<file path="src/rtl/corevx_ptw_arbiter.sv">
// Round-robin arbiter sharing one page-table walker between the ITLB (port 0)
// and DTLB (port 1), with a watchdog that turns a hung walk into an access fault.
module corevx_ptw_arbiter #(
  parameter int WATCHDOG_CYCLES = 64
) (
  input  logic        clk,
  input  logic        rst,

  input  logic        req0_valid,
  input  logic [19:0] req0_vaddr,
  output logic        req0_ready,
  output logic        req0_done,
  output logic        req0_pagefault,
  output logic        req0_accessfault,
  output logic [7:0]  req0_access_bits,
  output logic [21:0] req0_physical_address,

  input  logic        req1_valid,
  input  logic [19:0] req1_vaddr,
  output logic        req1_ready,
  output logic        req1_done,
  output logic        req1_pagefault,
  output logic        req1_accessfault,
  output logic [7:0]  req1_access_bits,
  output logic [21:0] req1_physical_address,

  output logic        ptw_resolve_request,
  output logic [31:0] ptw_resolve_virtual_address,
  input  logic        ptw_resolve_done,
  input  logic        ptw_resolve_pagefault,
  input  logic        ptw_resolve_accessfault,
  input  logic [7:0]  ptw_resolve_access_bits,
  input  logic [21:0] ptw_resolve_physical_address,

  output logic        busy,
  output logic        grant_id,
  output logic        watchdog_error
);

  typedef enum logic [1:0] {IDLE, BUSY, DRAIN} state_t;

  localparam logic [9:0] WD_LIMIT = 10'(WATCHDOG_CYCLES);
  localparam bit         WD_EN    = (WATCHDOG_CYCLES != 0);
  // Result word layout: {pagefault, accessfault, access_bits[7:0], ppn[21:0]}
  localparam logic [31:0] WD_RESULT = {1'b0, 1'b1, 8'h00, 22'h000000};

  state_t      state_q, state_d;
  logic        last_grant_q, last_grant_d;
  logic        grant_q, grant_d;
  logic [19:0] vaddr_q, vaddr_d;
  logic [9:0]  wd_cnt_q, wd_cnt_d;
  logic        wd_err_q, wd_err_d;
  logic        done0_q, done0_d;
  logic        done1_q, done1_d;
  logic [31:0] res0_q, res0_d;
  logic [31:0] res1_q, res1_d;
  logic [31:0] ptw_result;

  assign ptw_result = {ptw_resolve_pagefault, ptw_resolve_accessfault,
                       ptw_resolve_access_bits, ptw_resolve_physical_address};

  always_comb begin
    state_d      = state_q;
    last_grant_d = last_grant_q;
    grant_d      = grant_q;
    vaddr_d      = vaddr_q;
    wd_cnt_d     = wd_cnt_q;
    wd_err_d     = wd_err_q;
    res0_d       = res0_q;
    res1_d       = res1_q;
    done0_d      = 1'b0;
    done1_d      = 1'b0;
    req0_ready   = 1'b0;
    req1_ready   = 1'b0;
    case (state_q)
      IDLE: begin
        // On a tie the port that did not win last time is granted.
        if (req0_valid && (!req1_valid || last_grant_q)) begin
          req0_ready   = 1'b1;
          vaddr_d      = req0_vaddr;
          grant_d      = 1'b0;
          last_grant_d = 1'b0;
          wd_cnt_d     = '0;
          state_d      = BUSY;
        end else if (req1_valid) begin
          req1_ready   = 1'b1;
          vaddr_d      = req1_vaddr;
          grant_d      = 1'b1;
          last_grant_d = 1'b1;
          wd_cnt_d     = '0;
          state_d      = BUSY;
        end
      end
      BUSY: begin
        if (ptw_resolve_done) begin
          state_d = IDLE;
          if (grant_q) begin
            res1_d  = ptw_result;
            done1_d = 1'b1;
          end else begin
            res0_d  = ptw_result;
            done0_d = 1'b1;
          end
        end else if (WD_EN && (wd_cnt_q == WD_LIMIT)) begin
          // Walker still owns the request, so park in DRAIN until it finishes.
          state_d  = DRAIN;
          wd_err_d = 1'b1;
          if (grant_q) begin
            res1_d  = WD_RESULT;
            done1_d = 1'b1;
          end else begin
            res0_d  = WD_RESULT;
            done0_d = 1'b1;
          end
        end else begin
          wd_cnt_d = wd_cnt_q + 10'd1;
        end
      end
      DRAIN: begin
        if (ptw_resolve_done) state_d = IDLE;
      end
      default: state_d = IDLE;
    endcase
  end

  always_ff @(posedge clk) begin
    if (rst) begin
      state_q      <= IDLE;
      last_grant_q <= 1'b1;
      grant_q      <= 1'b0;
      vaddr_q      <= '0;
      wd_cnt_q     <= '0;
      wd_err_q     <= 1'b0;
      done0_q      <= 1'b0;
      done1_q      <= 1'b0;
      res0_q       <= '0;
      res1_q       <= '0;
    end else begin
      state_q      <= state_d;
      last_grant_q <= last_grant_d;
      grant_q      <= grant_d;
      vaddr_q      <= vaddr_d;
      wd_cnt_q     <= wd_cnt_d;
      wd_err_q     <= wd_err_d;
      done0_q      <= done0_d;
      done1_q      <= done1_d;
      res0_q       <= res0_d;
      res1_q       <= res1_d;
    end
  end

  assign busy                        = (state_q != IDLE);
  assign ptw_resolve_request         = (state_q != IDLE);
  assign ptw_resolve_virtual_address = {vaddr_q, 12'h000};
  assign grant_id                    = grant_q;
  assign watchdog_error              = wd_err_q;

  assign req0_done             = done0_q;
  assign req0_pagefault        = res0_q[31];
  assign req0_accessfault      = res0_q[30];
  assign req0_access_bits      = res0_q[29:22];
  assign req0_physical_address = res0_q[21:0];

  assign req1_done             = done1_q;
  assign req1_pagefault        = res1_q[31];
  assign req1_accessfault      = res1_q[30];
  assign req1_access_bits      = res1_q[29:22];
  assign req1_physical_address = res1_q[21:0];

endmodule
</file>
<file path="config.mk">
export PLATFORM = sky130hd
export DESIGN_NAME = corevx_ptw_arbiter
export DESIGN_NICKNAME = d
export VERILOG_FILES = /design/src/rtl/corevx_ptw_arbiter.sv
export SDC_FILE = /design/constraint.sdc
export NUM_CORES = 1
export LEC_CHECK = 0
export ABC_CLOCK_PERIOD_IN_PS = 1800
export CORE_MARGIN = 5
export CORE_UTILIZATION = 55
export DETAILED_ROUTE_END_ITERATION = 10
export DONT_BUFFER_PORTS = 1
export PLACE_DENSITY = 0.7
export SLEW_MARGIN = 0
export SYNTH_ARGS = -nofsm -noshare
export SYNTH_HDL_FRONTEND = slang
export SYNTH_SLANG_ARGS = --single-unit
</file>
<file path="constraint.sdc">
create_clock -name clk -period 1.8 [get_ports clk]
set_input_delay 0.54 -clock clk [delete_from_list [all_inputs] [get_ports clk]]
set_output_delay 0.54 -clock clk [all_outputs]
set_load 0.005 [all_outputs]
</file>
==> impl_results.md <==
* Hold_ws at 0.240 ns
* Final #Nets at between 500 and 600
* Max frequency at approximately 0.6 GHz
* Clk root buf: clkbuf_8
* Worst R2R End: res1_q[4]
* Syn_area_per_cell at around 8.6 um^2
* Number of max-cap violations at 0
* Initial antenna violation count at 0
* Rows at 32
* Worst-Skew Late Latency at 0.36 ns
* Filler Cell Count at between 600 and 700
* Clock buffer count from CTS at 9
* Initial core utilization at 56.0%
* Synth Flop Type: dfxtp_1
* YS warnings at 0
* Met3 global-route usage at 10.6%
* Cell family with most CP delay: compound AO/OA/AOI/OAI gates
* Setup crit end: res1_q[4]
* First-pass GRT wire length at roughly 17000 um
* Share of layout cells above drive strength 1 at around 9%
* Largest net degree at the start of global routing at 101
* I/O pin count at 181
* Reg2Reg Depth at 7
* Ys async rst share at 0%
* Final setup violation count at 0
* Initial DRC Count at just under 200
* Crit. End Element: flip-flop
* Layout area overhead at 6.02%
* HP Class: primary input to flip-flop
* CP Launch Type: flip-flop
* Multi-input gate area at between 2000 and 2500 um^2
* Via density at 6.17
* Status: completed
* RR Startpoint: wd_cnt_q[0]
* Yosys reg bits at just over 100
* Std-Cell Core Area at 7650 um^2
* Die area at approximately 9700 um^2
* Met2 usage at 33.4%
* Die H at slightly below 100 um
* RD Place Congestion at 0.857
* Drt wl/cell at 19.1 um
* Worst setup path class: flip-flop to flip-flop
* Tcrit/Tclk final at 94.2%
* CP Depth at 7
* Layout Skew at ~0.011 ns
* Final Hold Vio Count at 0
* Worst path buffer plus inverter count at 2
* Vias in the first global route at ~3300
* Worst-path clk slew at approximately 0.1 ns
* Crit-path cells: inv_1, ha_1, and4bb_4, a31oi_4, clkbuf_16, o21ai_0, a21oi_1
* I/O Buffers at 0
* Sequential cell area at around 2000 um^2
* Global-route met1 utilization at 26.3%
* ANT cells at 0
* Power Total at 4.28 mW
* Bufs on Longest Clock Path at 2
* CTS sink cnt at ~100
* Die W at between 90 and 100 um
* Pwr per Cell Area at between 900 and 1000 nW/um^2
* Via count at roughly 3600
* RSZ-0062 raised after global routing: false
* Mapped Area at ~4300 um^2
* First-pass DRT Iterations at 4
* Grt total ovfl at 0
* CP max-delay cell: dfxtp_1
* Detailed Route WL at 11100 um
* CP max FO at 30
* Crit path from: wd_cnt_q[0]
* Delay of the slowest critical-path stage at ~0.35 ns
* Post-synthesis sequential area ratio at a little under half
* Worst Path Required at between 2 and 2.5 ns
* GRT Total Usage at 21.2%
* Syn Inst Count at ~500
* Worst VDD drop at 0.000454 V
* Post-DP HPWL at ~7400 um
* Worst reg2reg setup slack at roughly 0.10 ns
* H-Tree Depth at 3
* Leakage at between 1.5 and 2 nW
* Max-slew violation count at 0
* Setup TNS at 0 ns
* WP data arrival at approximately 2 ns
* Post-synth EDFFs at 0
* Grt peak-use layer: met2
* Final ANT Viol Nets at 0
* CTS tree: yes
* Minimum clock period at 1.70 ns
* # DRC at 0
* Netlist cell types at 45
per-layer routing:
| metal | wire [um] | vias to the layer above |
|---|---|---|
| li1 | - | 1737 |
| met3 | 1440 | 7 |
| met2 | 5320 | 175 |
| met1 | 4290 | 1678 |
| met5 | 0 | - |
| met4 | 94 | 0 |
cell type report:
class | instances | area share (%)
Clock buffer | 10 | 2.81
Inverter | 5 | 0.413
Tap cell | 102 | 2.81
Multi-Input combinational cell | 345 | 44.3
Clock inverter | 6 | 1.57
Sequential cell | 101 | 44.5
Timing Repair Buffer | 14 | 3.53
worst min path at each step:
| stage | end | slack (ns) | cells after the start | startpoint |
|---|---|---|---|---|
| floorplan | wd_cnt_q[8] | 0.46 | 1 | wd_cnt_q[8] |
| global placement | res1_q[10] | 0.48 | 2 | res1_q[10] |
| detailed placement | res1_q[9] | 0.48 | 2 | res1_q[9] |
| CTS | res1_q[13] | 0.22 | 1 | rst |
| global route | res1_q[26] | 0.20 | 1 | rst |
| finish | res1_q[13] | 0.24 | 1 | rst |
where the power goes:
group	switching (mW)	internal [mW]	total, mW
Combinational	0.245	0.169	0.415
Clock	0.797	0.656	1.45
Sequential	0.0838	2.33	2.42
stage by stage:
stage / cells / setup WS [ns] / area [um^2] / util [%]
finish: 583 / 0.104 / 4540 / 59.4
global route: 583 / 0.00992 / 4540 / 59.4
CTS: 582 / 0.0124 / 4510 / 58.9
detailed placement: 566 / 0.0635 / 4300 / 56.3
global placement: 566 / 0.128 / 4300 / 56.3
floorplan: 509 / 0.0526 / 4320 / -
logic make-up (layout without fill, tap and decap cells):
kind of cell | Yosys count | after routing | share of synthesized area (%)
compound gates | 179 | 179 | 24.2
simple gates | 131 | 131 | 15.7
flops | 101 | 101 | 47.2
buf+inv | 63 | 35 | 7.22
mux | 21 | 21 | 4.94
fa+ha+maj | 2 | 2 | 0.584
other cells | 1 | 12 | 0.0876
repair_timing:
action / 4_1_cts / 5_1_grt
setup buffers: 0 / 0
cloned: 0 / 1
hold buffers: 0 / 0
setup endpoints to repair: 1 / 7
resized for setup: 3 / 2
cells in the final DEF, fill, tap and decap left out, types with 2 or more instances in the layout:
cell type,n
a211oi_1,21
a21oi_1,71
a311oi_1,4
a31oi_1,2
a31oi_4,2
a32o_1,2
and2_1,2
and4_1,3
buf_12,3
buf_4,10
clkbuf_8,9
clkinvlp_4,2
conb_1,12
dfxtp_1,101
ha_1,2
inv_1,4
inv_6,2
mux2i_1,20
nand2_1,6
nand3_1,67
nand4_1,4
nor2_1,27
nor2_2,3
nor2_4,2
nor3_1,6
nor3b_1,2
o21a_1,2
o21ai_0,56
o21ai_1,12
worst register-to-register path: cells and delay by family (launching register included):
| family | cells | cell delay, ns |
|---|---|---|
| adder cells (fa/ha/maj) | 1 | 0.20 |
| flip-flops | 1 | 0.35 |
| buffers and inverters | 2 | 0.33 |
| AO/OA/AOI/OAI | 3 | 0.53 |
| AND/OR/NAND/NOR | 1 | 0.24 |
sequential cells by signal (all words and copies together), names as in the netlist:
name / flops
req0_done: 1
grant_id: 1
req1_done: 1
vaddr_q: 20
last_grant_q: 1
state_q: 2
wd_cnt_q: 10
res1_q: 32
res0_q: 32
watchdog_error: 1
Yosys cell counts, types with 2 or more instances:
| master | instances | share of area (%) |
|---|---|---|
| nor2_1 | 31 | 2.7 |
| nand3_1 | 67 | 7.8 |
| mux2i_1 | 20 | 4.7 |
| clkbuf_1 | 31 | 2.7 |
| o21ai_1 | 12 | 1.4 |
| nor3_1 | 6 | 0.70 |
| a21oi_1 | 71 | 8.3 |
| dfxtp_1 | 101 | 47 |
| a211oi_1 | 21 | 3.7 |
| inv_1 | 5 | 0.44 |
| a31oi_1 | 2 | 0.29 |
| ha_1 | 2 | 0.58 |
| a31oi_4 | 2 | 0.99 |
| buf_2 | 12 | 1.4 |
| a311oi_1 | 4 | 0.82 |
| o21a_1 | 2 | 0.35 |
| buf_4 | 13 | 2.3 |
| nand4_1 | 4 | 0.58 |
| and2_1 | 2 | 0.29 |
| nor3b_1 | 2 | 0.35 |
| and4_1 | 3 | 0.61 |
| a32o_1 | 2 | 0.47 |
| o21ai_0 | 56 | 6.5 |
| nand2_1 | 6 | 0.53 |
(Power assumes the default switching activity.)
